**config.mk**
```make
export PLATFORM = sky130hd
export DESIGN_NAME = decode_stage_flat
export DESIGN_NICKNAME = d
export VERILOG_FILES = /design/src/rtl/trsq8_pkg.sv /design/src/rtl/decode_stage_if.sv /design/src/rtl/decode_stage_op_lut.sv /design/src/rtl/decode_stage.sv /design/src/flat_wrapper.sv
export SDC_FILE = /design/constraint.sdc
export NUM_CORES = 1
export LEC_CHECK = 0
export CAP_MARGIN = 20
export CORE_MARGIN = 3
export CORE_UTILIZATION = 39
export DETAILED_ROUTE_END_ITERATION = 7
export HOLD_SLACK_MARGIN = 0.15
export MAX_ROUTING_LAYER = met4
export PLACE_DENSITY = 0.74
export SLEW_MARGIN = 20
export SYNTH_ARGS = -nofsm -noshare
export SYNTH_HDL_FRONTEND = slang
export SYNTH_HIERARCHICAL = 1
export SYNTH_SLANG_ARGS = --single-unit
```
**constraint.sdc**
```tcl
create_clock -name clk_ip -period 1.3 [get_ports clk_ip]
set_input_delay 0.195 -clock clk_ip [delete_from_list [all_inputs] [get_ports clk_ip]]
set_output_delay 0.195 -clock clk_ip [all_outputs]
set_load 0.02 [all_outputs]
```
**src/rtl/trsq8_pkg.sv**
```systemverilog
// trsq8_pkg: shared opcodes, ALU select codes, control word and FSM state for the TRSQ8 decode stage
package trsq8_pkg;

    localparam int ADDR_W_DEF = 8;

    localparam logic [6:0] OP_NOP  = 7'b0000000;
    localparam logic [6:0] OP_HALT = 7'b0000001;
    localparam logic [6:0] OP_RET  = 7'b0000010;
    localparam logic [6:0] OP_SKZ  = 7'b0000101;
    localparam logic [6:0] OP_SKC  = 7'b0000110;
    localparam logic [6:0] OP_ADD  = 7'b0100000;
    localparam logic [6:0] OP_SUB  = 7'b0100001;
    localparam logic [6:0] OP_AND  = 7'b0100111;
    localparam logic [6:0] OP_OR   = 7'b0101000;
    localparam logic [6:0] OP_NOT  = 7'b0101001;
    localparam logic [6:0] OP_XOR  = 7'b0101011;
    localparam logic [6:0] OP_ST   = 7'b0101100;
    localparam logic [6:0] OP_LD   = 7'b0101101;
    localparam logic [6:0] OP_LDL  = 7'b0101110;

    localparam logic [4:0] ALU_ADD  = 5'b00000;
    localparam logic [4:0] ALU_SUB  = 5'b00001;
    localparam logic [4:0] ALU_AND  = 5'b00010;
    localparam logic [4:0] ALU_OR   = 5'b00011;
    localparam logic [4:0] ALU_NOT  = 5'b00100;
    localparam logic [4:0] ALU_XOR  = 5'b00101;
    localparam logic [4:0] ALU_LD   = 5'b01000;
    localparam logic [4:0] ALU_ST   = 5'b01001;
    localparam logic [4:0] ALU_NONE = 5'b11111;

    typedef struct packed {
        logic [4:0] alu_sel;
        logic       muxa;
        logic       muxb;
        logic       ld;
        logic       st;
        logic       ret;
        logic       jump;
        logic       illegal;
    } ctrl_t;

    localparam ctrl_t CTRL_IDLE = '{ALU_NONE, 1'b0, 1'b0, 1'b0, 1'b0, 1'b0, 1'b0, 1'b0};

    typedef enum logic {RUN, HALTED} state_t;

    // Opcodes handled entirely inside the decode stage and never emitted.
    function automatic logic is_local(input logic [6:0] op);
        return op == OP_NOP || op == OP_HALT || op == OP_SKZ || op == OP_SKC;
    endfunction

endpackage

```
**src/rtl/decode_stage_if.sv**
```systemverilog
// decode_stage_if: fetch-side handshake, ALU flags, control inputs and decoded-slot outputs of decode_stage
//   slave  : decode stage side (takes instr/flags/flush/wake/out_ready, drives ready and slot outputs)
//   master : fetch/execute side (the mirror image)
interface decode_stage_if #(
    parameter int ADDR_W = trsq8_pkg::ADDR_W_DEF
);
    localparam int INSTR_W = ADDR_W + 7;

    logic [INSTR_W-1:0] instr_ip;
    logic               instr_valid_ip;
    logic               instr_ready_op;
    logic               zero_ip;
    logic               carry_ip;
    logic               flush_ip;
    logic               wake_ip;
    logic               out_valid_op;
    logic               out_ready_ip;
    logic [4:0]         alu_sel_op;
    logic               muxa_sel_op;
    logic               muxb_sel_op;
    logic [ADDR_W-1:0]  sram_addr_op;
    logic               sram_ld_op;
    logic               sram_st_op;
    logic               return_op;
    logic               jump_op;
    logic               illegal_op;
    logic               halted_op;

    modport slave (
        input  instr_ip, instr_valid_ip, zero_ip, carry_ip, flush_ip, wake_ip, out_ready_ip,
        output instr_ready_op, out_valid_op, alu_sel_op, muxa_sel_op, muxb_sel_op, sram_addr_op,
               sram_ld_op, sram_st_op, return_op, jump_op, illegal_op, halted_op
    );

    modport master (
        output instr_ip, instr_valid_ip, zero_ip, carry_ip, flush_ip, wake_ip, out_ready_ip,
        input  instr_ready_op, out_valid_op, alu_sel_op, muxa_sel_op, muxb_sel_op, sram_addr_op,
               sram_ld_op, sram_st_op, return_op, jump_op, illegal_op, halted_op
    );

endinterface

```
**src/rtl/decode_stage_op_lut.sv**
```systemverilog
// op_lut: combinational opcode + operand -> control word and file-register address
//   opcode_i  : 7-bit opcode
//   operand_i : ADDR_W-bit operand
//   ctrl_o    : decoded control word
//   addr_o    : file-register address (operand for register/bit classes, else 0)
module op_lut
    import trsq8_pkg::*;
#(
    parameter int ADDR_W = ADDR_W_DEF
) (
    input  logic [6:0]        opcode_i,
    input  logic [ADDR_W-1:0] operand_i,
    output ctrl_t             ctrl_o,
    output logic [ADDR_W-1:0] addr_o
);

    always_comb begin
        ctrl_o = CTRL_IDLE;
        addr_o = (opcode_i[6:5] == 2'b01 || opcode_i[6:5] == 2'b10) ? operand_i : '0;
        case (opcode_i[6:5])
            2'b00: begin
                if (opcode_i == OP_RET) ctrl_o.ret = 1'b1;
                else if (!is_local(opcode_i)) ctrl_o.illegal = 1'b1;
            end
            2'b01: begin
                case (opcode_i)
                    OP_ADD: begin ctrl_o.alu_sel = ALU_ADD; ctrl_o.ld = 1'b1; end
                    OP_SUB: begin ctrl_o.alu_sel = ALU_SUB; ctrl_o.ld = 1'b1; end
                    OP_AND: begin ctrl_o.alu_sel = ALU_AND; ctrl_o.ld = 1'b1; end
                    OP_OR:  begin ctrl_o.alu_sel = ALU_OR;  ctrl_o.ld = 1'b1; end
                    OP_NOT: begin ctrl_o.alu_sel = ALU_NOT; ctrl_o.ld = 1'b1; end
                    OP_XOR: begin ctrl_o.alu_sel = ALU_XOR; ctrl_o.ld = 1'b1; end
                    OP_ST:  begin ctrl_o.alu_sel = ALU_ST;  ctrl_o.st = 1'b1; end
                    OP_LD:  begin ctrl_o.alu_sel = ALU_LD;  ctrl_o.ld = 1'b1; end
                    OP_LDL: begin ctrl_o.alu_sel = ALU_LD;  ctrl_o.muxa = 1'b1; end
                    default: ctrl_o.illegal = 1'b1;
                endcase
            end
            2'b10:   ctrl_o.muxb = 1'b1;
            default: ctrl_o.jump = 1'b1;
        endcase
    end

endmodule

```
**src/rtl/decode_stage.sv**
```systemverilog
// decode_stage: registered TRSQ8 instruction decode with skip resolution, HALT/wake FSM and one output slot
//   clk_ip : clock, all state on rising edge
//   rst_ip : synchronous active-high reset
//   bus    : decode_stage_if.slave (instr handshake, flags, flush/wake, decoded slot outputs)
module decode_stage
    import trsq8_pkg::*;
#(
    parameter int ADDR_W = ADDR_W_DEF
) (
    input logic           clk_ip,
    input logic           rst_ip,
    decode_stage_if.slave bus
);

    localparam int INSTR_W = ADDR_W + 7;

    logic [6:0]        opcode;
    logic [ADDR_W-1:0] operand;
    ctrl_t             lut_ctrl;
    logic [ADDR_W-1:0] lut_addr;

    state_t            state_q, state_d;
    logic              skip_q, skip_d;
    logic              valid_q, valid_d;
    ctrl_t             ctrl_q, ctrl_d;
    logic [ADDR_W-1:0] addr_q, addr_d;

    logic ready, accept, live, emit, skip_hit;

    assign opcode  = bus.instr_ip[INSTR_W-1 -: 7];
    assign operand = bus.instr_ip[ADDR_W-1:0];

    op_lut #(.ADDR_W(ADDR_W)) u_lut (
        .opcode_i  (opcode),
        .operand_i (operand),
        .ctrl_o    (lut_ctrl),
        .addr_o    (lut_addr)
    );

    always_comb begin
        ready    = (state_q == RUN) & ~bus.flush_ip & (~valid_q | bus.out_ready_ip);
        accept   = bus.instr_valid_ip & ready;
        // A pending skip consumes the next accepted word, whatever it is.
        live     = accept & ~skip_q;
        emit     = live & ~is_local(opcode);
        skip_hit = ((opcode == OP_SKZ) & bus.zero_ip) | ((opcode == OP_SKC) & bus.carry_ip);
        state_d  = state_q;
        if (state_q == RUN && live && opcode == OP_HALT) state_d = HALTED;
        else if (state_q == HALTED && bus.wake_ip) state_d = RUN;
        skip_d   = bus.flush_ip ? 1'b0 : accept ? (live & skip_hit) : skip_q;
        // flush never coincides with emit because it blocks acceptance.
        valid_d  = ~bus.flush_ip & (emit | (valid_q & ~bus.out_ready_ip));
        ctrl_d   = emit ? lut_ctrl : valid_d ? ctrl_q : CTRL_IDLE;
        addr_d   = emit ? lut_addr : valid_d ? addr_q : '0;
    end

    always_ff @(posedge clk_ip) begin
        if (rst_ip) begin
            state_q <= RUN;
            skip_q  <= 1'b0;
            valid_q <= 1'b0;
            ctrl_q  <= CTRL_IDLE;
            addr_q  <= '0;
        end else begin
            state_q <= state_d;
            skip_q  <= skip_d;
            valid_q <= valid_d;
            ctrl_q  <= ctrl_d;
            addr_q  <= addr_d;
        end
    end

    assign bus.instr_ready_op = ready;
    assign bus.out_valid_op   = valid_q;
    assign bus.alu_sel_op     = ctrl_q.alu_sel;
    assign bus.muxa_sel_op    = ctrl_q.muxa;
    assign bus.muxb_sel_op    = ctrl_q.muxb;
    assign bus.sram_addr_op   = addr_q;
    assign bus.sram_ld_op     = ctrl_q.ld;
    assign bus.sram_st_op     = ctrl_q.st;
    assign bus.return_op      = ctrl_q.ret;
    assign bus.jump_op        = ctrl_q.jump;
    assign bus.illegal_op     = ctrl_q.illegal;
    assign bus.halted_op      = (state_q == HALTED);

endmodule

```
**src/flat_wrapper.sv**
```systemverilog
// flat-port wrapper written by rule: the top's interface ports become plain ports
module decode_stage_flat import trsq8_pkg::*;
#(
    parameter int ADDR_W = ADDR_W_DEF
)
  (clk_ip, rst_ip, bus_instr_ip, bus_instr_valid_ip, bus_zero_ip, bus_carry_ip, bus_flush_ip, bus_wake_ip, bus_out_ready_ip, bus_instr_ready_op, bus_out_valid_op, bus_alu_sel_op, bus_muxa_sel_op, bus_muxb_sel_op, bus_sram_addr_op, bus_sram_ld_op, bus_sram_st_op, bus_return_op, bus_jump_op, bus_illegal_op, bus_halted_op);
  decode_stage_if #(.ADDR_W(ADDR_W)) bus_i ();
  input logic clk_ip;
  input logic rst_ip;
  input wire logic [$bits(bus_i.instr_ip)-1:0] bus_instr_ip;
  input wire logic [$bits(bus_i.instr_valid_ip)-1:0] bus_instr_valid_ip;
  input wire logic [$bits(bus_i.zero_ip)-1:0] bus_zero_ip;
  input wire logic [$bits(bus_i.carry_ip)-1:0] bus_carry_ip;
  input wire logic [$bits(bus_i.flush_ip)-1:0] bus_flush_ip;
  input wire logic [$bits(bus_i.wake_ip)-1:0] bus_wake_ip;
  input wire logic [$bits(bus_i.out_ready_ip)-1:0] bus_out_ready_ip;
  output wire logic [$bits(bus_i.instr_ready_op)-1:0] bus_instr_ready_op;
  output wire logic [$bits(bus_i.out_valid_op)-1:0] bus_out_valid_op;
  output wire logic [$bits(bus_i.alu_sel_op)-1:0] bus_alu_sel_op;
  output wire logic [$bits(bus_i.muxa_sel_op)-1:0] bus_muxa_sel_op;
  output wire logic [$bits(bus_i.muxb_sel_op)-1:0] bus_muxb_sel_op;
  output wire logic [$bits(bus_i.sram_addr_op)-1:0] bus_sram_addr_op;
  output wire logic [$bits(bus_i.sram_ld_op)-1:0] bus_sram_ld_op;
  output wire logic [$bits(bus_i.sram_st_op)-1:0] bus_sram_st_op;
  output wire logic [$bits(bus_i.return_op)-1:0] bus_return_op;
  output wire logic [$bits(bus_i.jump_op)-1:0] bus_jump_op;
  output wire logic [$bits(bus_i.illegal_op)-1:0] bus_illegal_op;
  output wire logic [$bits(bus_i.halted_op)-1:0] bus_halted_op;
  assign bus_i.instr_ip = bus_instr_ip;
  assign bus_i.instr_valid_ip = bus_instr_valid_ip;
  assign bus_i.zero_ip = bus_zero_ip;
  assign bus_i.carry_ip = bus_carry_ip;
  assign bus_i.flush_ip = bus_flush_ip;
  assign bus_i.wake_ip = bus_wake_ip;
  assign bus_i.out_ready_ip = bus_out_ready_ip;
  assign bus_instr_ready_op = bus_i.instr_ready_op;
  assign bus_out_valid_op = bus_i.out_valid_op;
  assign bus_alu_sel_op = bus_i.alu_sel_op;
  assign bus_muxa_sel_op = bus_i.muxa_sel_op;
  assign bus_muxb_sel_op = bus_i.muxb_sel_op;
  assign bus_sram_addr_op = bus_i.sram_addr_op;
  assign bus_sram_ld_op = bus_i.sram_ld_op;
  assign bus_sram_st_op = bus_i.sram_st_op;
  assign bus_return_op = bus_i.return_op;
  assign bus_jump_op = bus_i.jump_op;
  assign bus_illegal_op = bus_i.illegal_op;
  assign bus_halted_op = bus_i.halted_op;
  decode_stage #(.ADDR_W(ADDR_W)) u_core (.clk_ip(clk_ip), .rst_ip(rst_ip), .bus(bus_i));
endmodule
```
Word-level counts from Yosys, hierarchy flattened. Index checks and enable logic that the tools add are counted.

Order comparisons: 0. Div/mod/pow operators: 0. Multiply operators: 0. Eq/ne operators: 16. Muxes and demuxes: 21. Reductions and logical operators: 15. Shift operators: 0. Bitwise logic cells: 19. Add/sub/neg operators: 0.

Operators with widths (number): $eq A7 B6 Y1 const B (9); $pmux W5 S8 (1); $mux W12 (2); $mux W8 (3); $eq A7 B3 Y1 const B (2); $mux W1 (12); $and A1 B1 Y1 (10); $reduce_or A9 Y1 (1); $eq A7 B1 Y1 const B (1); $eq A7 B2 Y1 const B (1); $logic_not A7 Y1 (1); $reduce_or A7 Y1 (1); $mux W6 (1); $not A1 Y1 (6); $logic_or A1 B1 Y1 (4); $reduce_or A2 Y1 (2); $logic_and A1 B1 Y1 (3); $or A1 B1 Y1 (3); $reduce_or A3 Y1 (1); $eq A2 B1 Y1 const B (1); $eq A2 B2 Y1 const B (1); $logic_not A2 Y1 (1); $mux W2 (1); $ne A2 B2 Y1 const B (1); 2 further kinds (2).

Word-level logic and storage cells: 83. Register bits: 23. Output and inout bits: 23. Memories kept: 0. Bits in latches: 0. Bits in read-only memories: 0. Bits of input ports: 23. Memory bits (writable): 0.

Depth between registers and ports, before layout. Gate-level depths: netlist of the first run.

Word-level depth: 10. Gate-level depth with buffers: 7. Depth with buffers taken out: 7.

By module. Netlist of the first run, hierarchy kept.

By module, submodules not included: decode_stage (area each 824.5 um2, instances 1, cells each 81); op_lut (area each 425.4 um2, instances 1, cells each 62).

Worst setup path before layout of the first run. No wires, ideal clock.

Path kind: register -> register. Start: register u_core.valid_q (netlist: u_core/bus.out_valid_op). End: register u_core.ctrl_q (netlist bit u_core/bus.illegal_op). Path buffers: 1. Data required time: 1241 ps. Data arrival time: 1356 ps. Period minus slack after synthesis: 1415 ps. Library setup time: 59 ps. Path slack: -115 ps. Stages on the path, launching flop included: 5. Path through: dfxtp_1 nand2b_1 nor3_1 buf_2 a22o_1.

Cells in the longest elaborated chain, start to end: 9. Elaborated cells between the ends (all ways): 11. Those cells by class: eq/ne: 1; mux: 1; bitwise: 9.

Ends and longest elaborated chain: start: declaration (RTL line decode_stage.sv:24) `logic valid_q, valid_d;`; start signal: assignment (RTL line decode_stage.sv:67) `valid_q <= valid_d;`; $not A1 Y1 (RTL line decode_stage.sv:41) `ready = (state_q == RUN) & ~bus.flush_ip & (~valid_q | bus.out_ready_ip);`; $or A1 B1 Y1 (RTL line decode_stage.sv:41); $and A1 B1 Y1 (RTL line decode_stage.sv:41); $and A1 B1 Y1 (RTL line decode_stage.sv:42) `accept = bus.instr_valid_ip & ready;`; $and A1 B1 Y1 (RTL line decode_stage.sv:44) `live = accept & ~skip_q;`; $and A1 B1 Y1 (RTL line decode_stage.sv:45) `emit = live & ~is_local(opcode);`; $or A1 B1 Y1 (RTL line decode_stage.sv:52) `valid_d = ~bus.flush_ip & (emit | (valid_q & ~bus.out_ready_ip));`; $and A1 B1 Y1 (RTL line decode_stage.sv:52); $ne A2 B2 Y1 (no source line); end signal: assignment (RTL line decode_stage.sv:68) `ctrl_q <= ctrl_d;`; end: declaration (RTL line decode_stage.sv:25) `ctrl_t ctrl_q, ctrl_d;`.

Parallel ways exist; a longest one is shown, timed or not. A chain may end at the register's enable or synchronous reset.

Worst setup path after layout of the first run.
Start: register u_core.state_q (netlist: u_core/bus.halted_op). End: register u_core.state_q (netlist: u_core/bus.halted_op).

Cells in the longest elaborated chain, start to end: 8. Elaborated cells between the ends (all ways): 10. Those cells by class: mux: 1; bitwise: 5; reduce/logical: 4.

Ends and longest elaborated chain: start: declaration (RTL line decode_stage.sv:22) `state_t state_q, state_d;`; start signal: assignment (RTL line decode_stage.sv:65) `state_q <= state_d;`; $not A1 Y1 (RTL line decode_stage.sv:41, decode_stage.sv:48); $and A1 B1 Y1 (2 in series) (RTL line decode_stage.sv:41); $and A1 B1 Y1 (RTL line decode_stage.sv:42); $and A1 B1 Y1 (RTL line decode_stage.sv:44); $logic_and A1 B1 Y1 (2 in series) (RTL line decode_stage.sv:48) `if (state_q == RUN && live && opcode == OP_HALT) state_d = HALTED;`; $mux W1 / $reduce_bool A2 Y1 (equally long branches).

Parallel ways exist; a longest one is shown, timed or not.

==> run_results.csv, run 1 <==
group,metric,value,unit
status,outcome,"finished, violations left",
status,violations,"setup timing",
yosys,syn-num-nets,170,
global_route,antenna_found_initial,0,
clock_network,htreeDepth,1,
placement,place_hpwl,2550,um
clock_network,worstSkewPairLatency,0.31,ns
setup_path,crit_path_end_kind,"flip-flop",
yosys,ys_seq_elements,23,
sta,fmax,696,MHz
yosys,synth_top_area_share,0.368,
routing,avgRoutedWirePerCell,14.3,um
die,initial_core_util,0.431,
setup_path,crit_type,"reg -> reg",
die,core,2900,um2
sta,skew,0.00399,ns
yosys,synthFlopType,"dfxtp_1",
cells_and_area,syn_to_final_growth,62.6,%
sta,post-route-period-util,1.11,
placement,dp.cells,243,
yosys,synthCells,143,
sta,tightest_slew,0.330,ns
cells_and_area,largest_reg_flops,8,
routing,drt-initial-drc-count,47,
power,power.density,678,nW/um2
global_route,gr-total-overflow,0,
global_route,grt_max_degree,18,
die,dieWidth,62.6,um
setup_path,crit_fanout,3,
clock_network,cts_buffers,3,
hold_path,hold_start,"bus_instr_ip[14]",
die,die_area,3920,um2
global_route,gr-usage-all-layers,0.182,
clock_network,cts_buffer_depth,2,
sta,finalMaxSlewViolations,0,
clock_network,cts.sinks,23,
global_route,grt_pass1_wl,5640,um
placement,place_congestion,0.780,
yosys,yosysSeqAreaShare,0.368,
setup_path,crit_slowest_cell,"or4_4",
setup_path,startpoint,"u_core/bus.halted_op",
setup_path,cp.arrival,1.69,ns
sta,setup_ws,-0.137,ns
routing,routed_wl,3610,um
cells_and_area,nets,239,
cells_and_area,fin_cells,253,
setup_path,slowest_delay,0.41,ns
yosys,yosys_warnings,6,
routing,post-route-drc-count,0,
clock_network,clk_pin_slew,0.12,ns
die,num_rows,19,
power,ir_drop,346,uV
sta,hold_violations,0,
die,die_y,62.6,um
setup_path,crit_path_start_kind,"flip-flop",
clock_network,tritoncts,"yes",
yosys,synthArstFlopShare,0,
setup_path,required,1.55,ns
yosys,postSynthAreaPerCell,8.74,um2
run,drv_cap,0,
routing,firstDrtPassIters,4,
sta,fin_tns_setup,-1.51,ns
yosys,synth_top_area_cell,"dfxtp_1",
yosys,ys_types,45,
power,leakage,0.946,nW
hold_path,min_path_type,"in -> reg",
routing,via_per_inst,5.24,
placement,port_buffers,45,
cells_and_area,n_antenna_cell,0,
sta,rsz0062_at_grt,"yes",
routing,antenna_left,0,
setup_path,crit_chain,"nor2_2 -> nand4b_1 -> buf_4 -> or4_4 -> a21oi_2",
yosys,yosys-top-cells-area,"dfxtp_1, a22o_1, a21oi_1, and2_1, ha_1",
global_route,grt_pass1_vias,1217,
yosys,synth_edf_count,0,
clock_network,root_buffer,"clkbuf_4",
sta,setup_violations,22,
setup_path,reg2reg_from,"u_core/bus.halted_op",
sta,slew_headroom,0.777,
sta,min_period,1.44,ns
yosys,syn-cell-area,1250,um2
cells_and_area,drive_above_1_share,0.270,
die,ioPinCount,46,
routing,vias,1326,
[per-stage QoR]
stage / area (um2) / setup WS [ns] / power (mW) / utilization / hold slack, ns
floorplan: 1260 / -0.0651 / 0.874 / - / 0.264
global placement: 1870 / -0.638 / 1.03 / 0.645 / 0.463
detailed placement: 1870 / -0.646 / 1.04 / 0.645 / 0.466
CTS: 1900 / -0.0898 / 1.34 / 0.654 / 0.397
global route: 2030 / -0.213 / 1.45 / 0.701 / 0.352
finish: 2030 / -0.137 / 1.38 / 0.701 / 0.348
[cells by family (layout without fill, tap and decap cells)]
family                   after synthesis  count (layout)  synth area share
AND/OR/NAND/NOR                       53              53             0.256
buffers and inverters                 18              86            0.0671
XOR/XNOR                               2               2            0.0140
multiplexers                           1               1           0.00801
AO/OA/AOI/OAI                         41              41             0.237
adder cells (fa/ha/maj)                5               5            0.0491
flip-flops                            23              23             0.368
[report_power, final]
part	switching (mW)	internal, mW
registers	0.00599	0.714
logic	0.163	0.175
clock network	0.199	0.120
[cell usage after synthesis, drive strengths merged, types with 2 or more instances]
cell / number
a22o: 15
nand2b: 3
ha: 4
and3: 4
nor4: 3
nor2b: 5
dfxtp: 23
nand2: 3
nand4b: 2
nor2: 12
o21ai: 5
nand3: 2
buf: 6
and2: 8
inv: 11
nand3b: 2
a21oi: 10
nor3: 2
or4: 2
[final timing paths]
| path | to | slack, ns | cells past startpoint |
|---|---|---|---|
| worst max-delay path | u_core/bus.halted_op | -0.14 | 5 |
| worst min-delay path | u_core/bus.halted_op | 0.35 | 4 |
| worst max register to register | u_core/bus.halted_op | -0.14 | 5 |
| worst min register to register | u_core/bus.sram_addr_op[7] | 0.49 | 1 |
[layer usage]
layer | global-route usage | up-vias | routed length (um)
met2 | 0.305 | 46 | 1810
met4 | 0.0661 | 0 | 50
met1 | 0.217 | 622 | 1570
li1 | - | 654 | -
met5 | - | - | 0
met3 | 0.0324 | 4 | 179
[area by class of cell]
class                           count  area (um2)
Tap cell                           42        52.6
Fill cell                         234         868
Timing Repair Buffer               71         637
Sequential cell                    23         463
Clock buffer                        4        26.3
Multi-Input combinational cell    102         812
Inverter                           11        41.3
[worst max-delay path, delay by kind of cell, from the launching register on]
family	cells	cell delay, ns
compound gates	1	0.12
buf+inv	1	0.19
simple gates	3	0.72
flops	1	0.35
[what timing repair did]
| action | 4_1_cts | 5_1_grt |
|---|---|---|
| hold buffers | 0 | 0 |
| setup buffers | 0 | 5 |
| gates resized for setup | 44 | 28 |
| pin swaps | 3 | 15 |
| setup endpoints to repair | 46 | 25 |
| gates cloned | 0 | 1 |
[layout by cell type (no fill, tap or decap), drive strengths merged, types with 2 or more instances in the layout]
master	synthesis	layout
inv	11	11
and2	8	8
dfxtp	23	23
buf	6	27
and3	4	4
nor2b	5	5
nor2	12	12
nor3	2	2
nand2	3	3
a22o	15	15
nand2b	3	3
ha	4	4
dlygate4sd2	0	25
clkbuf	1	6
nand4b	2	2
o21ai	5	5
nand3	2	2
clkdlybuf4s50	0	14
nor4	3	3
dlymetal6s2s	0	2
a21oi	10	10
nand3b	2	2
or4	2	2
No activity file was read; power rests on OpenSTA's default activity.
==> run 2, diff against run 1 <==
--- a/config.mk
+++ b/config.mk
@@ -7,11 +7,11 @@
 export LEC_CHECK = 0
 export CAP_MARGIN = 20
 export CORE_MARGIN = 3
-export CORE_UTILIZATION = 39
+export CORE_UTILIZATION = 40
 export DETAILED_ROUTE_END_ITERATION = 7
 export HOLD_SLACK_MARGIN = 0.15
 export MAX_ROUTING_LAYER = met4
-export PLACE_DENSITY = 0.74
+export PLACE_DENSITY = 0.73
 export SLEW_MARGIN = 20
 export SYNTH_ARGS = -nofsm -noshare
 export SYNTH_HDL_FRONTEND = slang
==> constraint.sdc (replaced) <==
create_clock -name clk_ip -period 1.46 [get_ports clk_ip]
set_input_delay 0.219 -clock clk_ip [delete_from_list [all_inputs] [get_ports clk_ip]]
set_output_delay 0.219 -clock clk_ip [all_outputs]
set_load 0.02 [all_outputs]
==> run 2 against run 1 <==
  * The run now ends clean
  * Worst setup slack gained 0.15 ns
  * First-iteration DRC count grew 11%
  * Critical path depth grew 1
  * Utilization shrank 2.2 points
  * Register-to-register slack gained 0.20 ns
  * Largest power group unchanged
  * Routed wire length shrank 8.4%
  * Clock skew is essentially flat
  * Clock power shrank 9.4%
  * Via count shrank 3.2%
==> run_results.csv, run 2 (synthesis results as in run 1) <==
group,metric,value,unit
placement,place_hpwl,2520,um
setup_path,crit_chain,"clkdlybuf4s50_1 -> buf_4 -> o41ai_4 -> a21o_1 -> o2111ai_1 -> a22o_1",
hold_path,hold_start,"bus_instr_ip[11]",
sta,finalMaxSlewViolations,0,
sta,min_period,1.45,ns
cells_and_area,layout_common_cells,"dlygate4sd2_1, dfxtp_1, buf_4, clkdlybuf4s50_1, a22o_1",
cells_and_area,postLayoutCellArea,1950,um2
power,ir_drop,264,uV
power,comb_power_share,0.232,
power,p_sw_frac,0.264,
clock_network,cts_buffers,3,
sta,rsz0062_at_grt,"no",
sta,slew_headroom,0.820,
clock_network,clk_pin_slew,0.12,ns
sta,tightest_slew,0.269,ns
clock_network,root_buffer,"clkbuf_4",
setup_path,crit_slowest_cell,"clkdlybuf4s50_1",
clock_network,tritoncts,"yes",
clock_network,cts_buffer_depth,2,
clock_network,cts.sinks,23,
placement,place_congestion,0.790,
power,power.density,620,nW/um2
power,leakage,0.902,nW
routing,avgRoutedWirePerCell,13.2,um
cells_and_area,nets,236,
setup_path,r2r_slack,0.06,ns
global_route,grt_pass1_wl,5270,um
global_route,grt_pass1_vias,1188,
die,die_y,61.9,um
power,pwr-share-seq,0.529,
die,die_area,3830,um2
setup_path,slowest_delay,0.42,ns
placement,port_buffers,45,
die,num_rows,19,
run,drv_cap,0,
hold_path,min_path_type,"in -> reg",
global_route,grt_max_degree,21,
setup_path,crit_buf_inv,2,
clock_network,worstSkewPairLatency,0.30,ns
global_route,antenna_found_initial,0,
sta,fmax,692,MHz
setup_path,crit_path_start_kind,"input pin",
setup_path,reg2reg_depth,4,
routing,firstDrtPassIters,4,
global_route,gr-usage-all-layers,0.188,
setup_path,crit_path_end_kind,"flip-flop",
setup_path,worstReg2RegEnd,"u_core/bus.halted_op",
routing,antenna_left,0,
sta,hold_violations,0,
power,power_frac_clock,0.239,
setup_path,cp_top_family,"compound AO/OA/AOI/OAI gates",
sta,skew,0.00384,ns
clock_network,cts_hold_buf,0,
global_route,gr-total-overflow,0,
die,ioPinCount,46,
sta,setup_violations,0,
routing,via_per_inst,5.13,
die,dieWidth,61.9,um
hold_path,hold_depth,4,
setup_path,worst-path-stages,6,
hold_path,hold_end,"u_core/bus.halted_op",
cells_and_area,drive_above_1_share,0.173,
routing,vias,1283,
routing,drt-initial-drc-count,52,
die,initial_core_util,0.435,
routing,routed_wl,3310,um
die,core,2880,um2
setup_path,crit_type,"in -> reg",
power,p_switching,0.319,mW
setup_path,crit_fanout,5,
power,p_int,0.891,mW
status,outcome,"complete, no violations",
setup_path,cp.arrival,1.65,ns
clock_network,htreeDepth,1,
cells_and_area,largest_reg_flops,8,
cells_and_area,fin_util,0.678,
setup_path,required,1.67,ns
routing,post-route-drc-count,0,
placement,dpl-instance-area,1880,um2
sta,post-route-period-util,0.990,
setup_path,startpoint,"bus_instr_ip[12]",
setup_path,reg2reg_from,"u_core/bus.halted_op",
cells_and_area,mostFrequentLayoutCell,"dlygate4sd2_1",
cells_and_area,syn_to_final_growth,56.1,%
cells_and_area,n_antenna_cell,0,
-- run 2: changes by cell type in the layout (fill, tap and decap cells not counted), sizes merged --
cell	previous run	this run
clkbuf	6	4
clkdlybuf4s50	14	18
clkdlybuf4s15	1	0
dlymetal6s2s	2	1
buf	27	24
-- run 2: power groups by stage --
stage / clock [mW] / combinational, mW / sequential [mW]
after global placement: 0 / 0.262 / 0.654
after global routing: 0.335 / 0.305 / 0.642
after CTS: 0.303 / 0.272 / 0.640
final: 0.289 / 0.281 / 0.640
after detailed placement: 0 / 0.269 / 0.655
after floorplan: 0 / 0.112 / 0.664
-- run 2: cell type report --
type / count / area (um2)
flip-flops and latches: 23 / 460
well taps: 42 / 52.6
repair buffers: 68 / 618
fillers: 253 / 926
inverters: 11 / 41.3
multi-input cells: 102 / 752
clock buffers: 4 / 26.3
-- run 2: worst register-to-register path: stages, from the launching register on --
cell	delay [ns]
dfxtp_1	0.36
nor2_1	0.15
nand4b_1	0.19
or4_1	0.50
a21oi_1	0.14
-- run 2: how the worst max path moves through the flow --
stage | end | slack, ns
2_1_floorplan | u_core/bus.illegal_op | 0.04
3_3_place_gp | u_core/bus.halted_op | -0.43
4_1_cts | u_core/bus.illegal_op | 0.02
5_1_grt | u_core/bus.illegal_op | 0.003
3_5_place_dp | u_core/bus.illegal_op | -0.50
6_report | u_core/bus.illegal_op | 0.01
-- run 2: stage by stage --
stage / hold WS [ns] / power, mW / setup slack (ns) / TNS (ns) / cells
after global placement: 0.460 / 0.917 / -0.428 / -9.42 / 242
after detailed placement: 0.462 / 0.923 / -0.497 / -9.31 / 242
final: 0.448 / 1.21 / 0.0148 / 0 / 250
after CTS: 0.438 / 1.22 / 0.0167 / 0 / 249
after global routing: 0.432 / 1.28 / 0.00267 / 0 / 250
after floorplan: 0.288 / 0.776 / 0.0447 / 0 / 143
-- run 2: repair_timing --
| action | 4_1_cts | 5_1_grt |
|---|---|---|
| resized for setup | 35 | 4 |
| setup buffers | 3 | 1 |
| endpoints found under the hold margin | 0 | 0 |
| pin swaps | 3 | 3 |
| endpoints found under the setup margin | 44 | 21 |
-- run 2: routing by layer --
layer	track usage	vias to the layer above	part of all wire
met2	0.330	46	0.50
li1	-	646	-
met4	0.0455	0	0.010
met3	0.0248	4	0.054
met5	-	-	0
met1	0.226	587	0.44
